### config.mk
export PLATFORM = sky130hd
export DESIGN_NAME = exc_ctrl
export DESIGN_NICKNAME = d
export VERILOG_FILES = /design/src/rtl/exc_ctrl.sv
export SDC_FILE = /design/constraint.sdc
export NUM_CORES = 1
export LEC_CHECK = 0
export ABC_AREA = 1
export CAP_MARGIN = 20
export CORE_MARGIN = 3
export CORE_UTILIZATION = 39
export CTS_CLUSTER_DIAMETER = 120
export CTS_CLUSTER_SIZE = 14
export DETAILED_ROUTE_END_ITERATION = 16
export HOLD_SLACK_MARGIN = 0.12
export PLACE_DENSITY = 0.87
export SLEW_MARGIN = 20
export SYNTH_ARGS = -nofsm -noshare
export SYNTH_HDL_FRONTEND = slang
export SYNTH_SLANG_ARGS = --single-unit
### constraint.sdc
create_clock -name clk -period 1.8 [get_ports clk]
set_clock_uncertainty 0.15 [all_clocks]
set_input_delay 0.45 -clock clk [delete_from_list [all_inputs] [get_ports clk]]
set_output_delay 0.45 -clock clk [all_outputs]
set_load 0.02 [all_outputs]
### src/rtl/exc_ctrl.sv
// CP0-style exception controller: SR/Cause/EPC/PRId, interrupt/exception request, eret.
// Define EXC_CTRL_BD_EN to enable branch-delay-slot tracking (Cause.BD and EPC = pc_m-4).
module exc_ctrl (
  input  logic        clk,
  input  logic        reset,
  input  logic        we,
  input  logic [4:0]  addr,
  input  logic [31:0] wdata,
  output logic [31:0] rdata,
  input  logic [31:0] pc_m,
  input  logic [4:0]  exc_code,
  input  logic        bd_m,
  input  logic [5:0]  hw_int,
  input  logic        eret,
  output logic        req,
  output logic [31:0] epc_out
);

  localparam logic [4:0]  ADDR_SR   = 5'd12;
  localparam logic [4:0]  ADDR_CAUSE = 5'd13;
  localparam logic [4:0]  ADDR_EPC  = 5'd14;
  localparam logic [4:0]  ADDR_PRID = 5'd15;
  localparam logic [31:0] PRID_VAL  = 32'h2022_1105;

  logic [5:0]  sr_im;
  logic        sr_exl;
  logic        sr_ie;
  logic        cause_bd;
  logic [5:0]  cause_ip;
  logic [4:0]  cause_exc;
  logic [31:0] epc;

  logic        int_pend;
  logic        exc_pend;
  logic [31:0] epc_cap;
  logic        bd_cap;
  logic [31:0] sr_word;
  logic [31:0] cause_word;
  logic [31:0] epc_wval;

  assign int_pend = (|(hw_int & sr_im)) & sr_ie & ~sr_exl;
  assign exc_pend = (exc_code != 5'd0) & ~sr_exl;
  // Held low during reset so a stale SR cannot fire a request before it clears.
  assign req      = ~reset & (int_pend | exc_pend);

`ifdef EXC_CTRL_BD_EN
  assign epc_cap = bd_m ? (pc_m - 32'd4) : pc_m;
  assign bd_cap  = bd_m;
`else
  assign epc_cap = pc_m;
  assign bd_cap  = 1'b0;
`endif

  assign epc_wval   = {wdata[31:2], 2'b00};
  assign sr_word    = {16'd0, sr_im, 8'd0, sr_exl, sr_ie};
  assign cause_word = {cause_bd, 15'd0, cause_ip, 3'd0, cause_exc, 2'd0};
  assign epc_out    = (we && addr == ADDR_EPC) ? epc_wval : epc;

  always_comb begin
    rdata = 32'd0;
    case (addr)
      ADDR_SR:    rdata = sr_word;
      ADDR_CAUSE: rdata = cause_word;
      ADDR_EPC:   rdata = epc;
      ADDR_PRID:  rdata = PRID_VAL;
      default:    rdata = 32'd0;
    endcase
  end

  always_ff @(posedge clk) begin
    if (reset) begin
      sr_im     <= 6'd0;
      sr_exl    <= 1'b0;
      sr_ie     <= 1'b0;
      cause_bd  <= 1'b0;
      cause_ip  <= 6'd0;
      cause_exc <= 5'd0;
      epc       <= 32'd0;
    end else begin
      cause_ip <= hw_int;
      if (req) begin
        // Interrupt beats a simultaneous synchronous exception.
        sr_exl    <= 1'b1;
        cause_exc <= int_pend ? 5'd0 : exc_code;
        cause_bd  <= bd_cap;
        epc       <= epc_cap;
      end else begin
        if (we && addr == ADDR_SR) begin
          sr_im  <= wdata[15:10];
          sr_exl <= wdata[1];
          sr_ie  <= wdata[0];
        end
        if (we && addr == ADDR_EPC)
          epc <= epc_wval;
        if (eret)
          sr_exl <= 1'b0;
      end
    end
  end

endmodule

==> qor.yml <==
most-common-layout-cells: "buf_6 (89), nor2_1 (71), clkdlybuf4s50_1 (66)"
synth_warnings: 0
maximum_number_of_pins_on_one_net_before_global_route_repair: 53
nFillCells: 232
fin_crit_ps: 2300
crit_path_top_delay_cell: "o22ai_2"
whs_path_depth: 3
h-tree-depth: 2
synth.top_cell.area_share_pct: 36.7
power.density_cell_area_nw_per_um2: 572
count_of_unique_library_cells_instantiated_by_yosys: 23
unrepaired_setup_endpoints_after_global_routing: "true"
yosys_register_bits: 51
count_of_standard_cell_rows: 30
syn_area_um2: 2780
path_clk_slew_ps: 100
tritoncts: "yes"
layout.nets: 735
cp_num_cells: 10
critPathKind: "primary input to primary output"
worst-path-max-fanout: 5
setup_viol: 74
buffer_ports.inserted: 148
detail_route.iter0.violations: 359
viasPerCell: 5.91
drt-total-wl_mm: 18.1
achievable-frequency_ghz: 0.434
crit_chain: "buf_8 -> nand2_8 -> buf_4 -> buf_6 -> nor2_4 -> nand2_4 -> buf_6 -> buf_6 -> o22ai_2 -> buf_6"
worst-r2r-cell-count: 8
final_critical_path_setup_slack_ps: -505
status: "finished with violations"
gpl.final_weighted_congestion: 0.824
worst_path_most_repeated_cell: "buf_6"
max_cap_viol_count: 0
cts.sinks: 51
worst_skew_pair_later_pin_latency_ps: 320
core_area_um2: 6870
remaining_routing_drc_violations: 0
relSlewSlack_pct: 68.1
area_delta_synth_final_pct: 128
antenna_found_initial: 0
commonest_non_fill_non_tap_cell_in_the_layout: "buf_6"
postCtsHoldBufs: 0
syn_avg_cell_area_um2: 6.66
worstSetupEndpointType: "primary output"
final_layout_size_suffix_gt1_share_pct: 47.3
top_family_by_delay_on_critical_path: "buffers and inverters"
drtAntennaViolNets: 0
drt_pass_1_iters: 7
place_hpwl_mm: 7.39
power.leakage_nw: 2.82
worst_min_path_class: "primary input to flip-flop"
groute.usage.overall_pct: 37.5
timing.critical_path.slowest_cell_delay_ps: 180
initial_utilization_pct: 40.5
routed-via-count: 4413
worst_pin_slew_ps: 479
die_h_um: 90.5
post-place-ws_ps: -1300
die_width_um: 90.5
seq_total_area_yosys_pct: 36.7
wire_per_inst_um: 24.2
grt_overflow: 0
cp_num_buf_inv: 6
synthDominantAreaCellType: "dfxtp_1"
cts.path.max_buffers: 2
floorplan.die_area_um2: 8180
timing.critical_path.required_ps: 1200
failed_checks: "setup timing"
arrival_ps: 1700
antenna-diode-count: 0
min_period_over_period_pct: 128
cp-start-kind: "primary input"
synthCells: 418
finalHoldViolCount: 0
slew_violations: 0
clock-root-buffer: "clkbuf_8"
via_count_of_the_first_global_routing_pass: 4361
synthTopCellsByArea: "dfxtp_1 (37%), nor2_1 (13%), nand2_1 (9.4%), o21ai_2 (9.4%), inv_1 (7.7%)"
vdd_drop_max_uv: 400
top_level_ports: 150
first_pass_grt_wire_length_mm: 24.2
cts-buffers-inserted: 5
synth_nets: 503
layout.core_utilization_pct: 92.5
power by group:
group	internal [mW]	total (mW)	switching (mW)
Sequential	1.22	1.26	0.0419
Clock	0.555	0.997	0.442
Combinational	0.645	1.37	0.730
Total	2.42	3.63	1.21
routing by layer:
layer  GRT usage, %  vias up  wire [um]  share of wire (%)
li1               -     1772          -                  -
met1           40.3     2036       5980                 33
met2           65.4      432       8440                 47
met3           10.0      173       1910                 11
met4           22.3        0       1750                9.7
met5              0        -          0                  0
path summary, 6_finish.rpt:
path	startpoint	to	slack (ps)
setup / recovery	addr[3]	rdata[6]	-500
hold / removal	hw_int[0]	cause_ip[0]	210
setup reg to reg	sr_ie	epc[2]	-140
hold reg to reg	cause_exc[4]	cause_exc[4]	410
synthesized netlist by cell type, drive strengths merged:
cell,n
o211ai,11
buf,16
nand2,73
clkinv,1
nand3,7
dfxtp,51
o221ai,1
o21ai,69
o2111ai,1
o311ai,1
clkbuf,7
a21oi,12
o22ai,4
inv,61
nor2,103
flip-flops by register name (all words and copies together), names as in the netlist:
| signal | count |
|---|---|
| sr_ie | 1 |
| cause_exc | 5 |
| epc | 32 |
| sr_im | 6 |
| sr_exl | 1 |
| cause_ip | 6 |
worst reg2reg max path, stage by stage (launching register included):
cell     delay, ps
dfxtp_1        360
inv_1           80
nor2_1         190
nand2_2        110
nand2_2        110
nand2_4         70
buf_12         180
o21ai_0        450
nor2_1         130
layout make-up:
class,count,area (um^2),share of cell area [%]
multi-input combinational,282,2100,33.1
clock buffer,5,68.8,1.08
sequential,51,1030,16.2
tap,96,120,1.89
clock inverter,3,67.6,1.06
inverter,62,248,3.90
timing repair buffer,248,2720,42.8
metrics by stage:
stage	total power, mW	TNS, ps	cell area (um^2)	hold WS (ps)	instances
after floorplan	1.73	-184	2850	280	418
after global placement	2.18	-95940	4640	296	684
after detailed placement	2.20	-100730	4640	300	684
after CTS	3.37	-18930	6160	206	745
after global routing	3.72	-27540	6350	225	747
final	3.63	-26300	6350	209	747
cells by family (layout without fill, tap and decap cells):
family          count (synthesis)  in the layout  synth area share, %
compound gates                 99             99                 23.8
simple gates                  183            183                 25.8
flops                          51             51                 36.7
buf+inv                        85            318                 13.7
repair_timing:
| action | 4_1_cts | 5_1_grt |
|---|---|---|
| cloned | 8 | 0 |
| resized for setup | 618 | 66 |
| buffers inserted | 49 | 13 |
| endpoints found under the setup margin | 110 | 109 |
| pin swaps | 37 | 32 |
No activity file was read; power rests on OpenSTA's default activity.
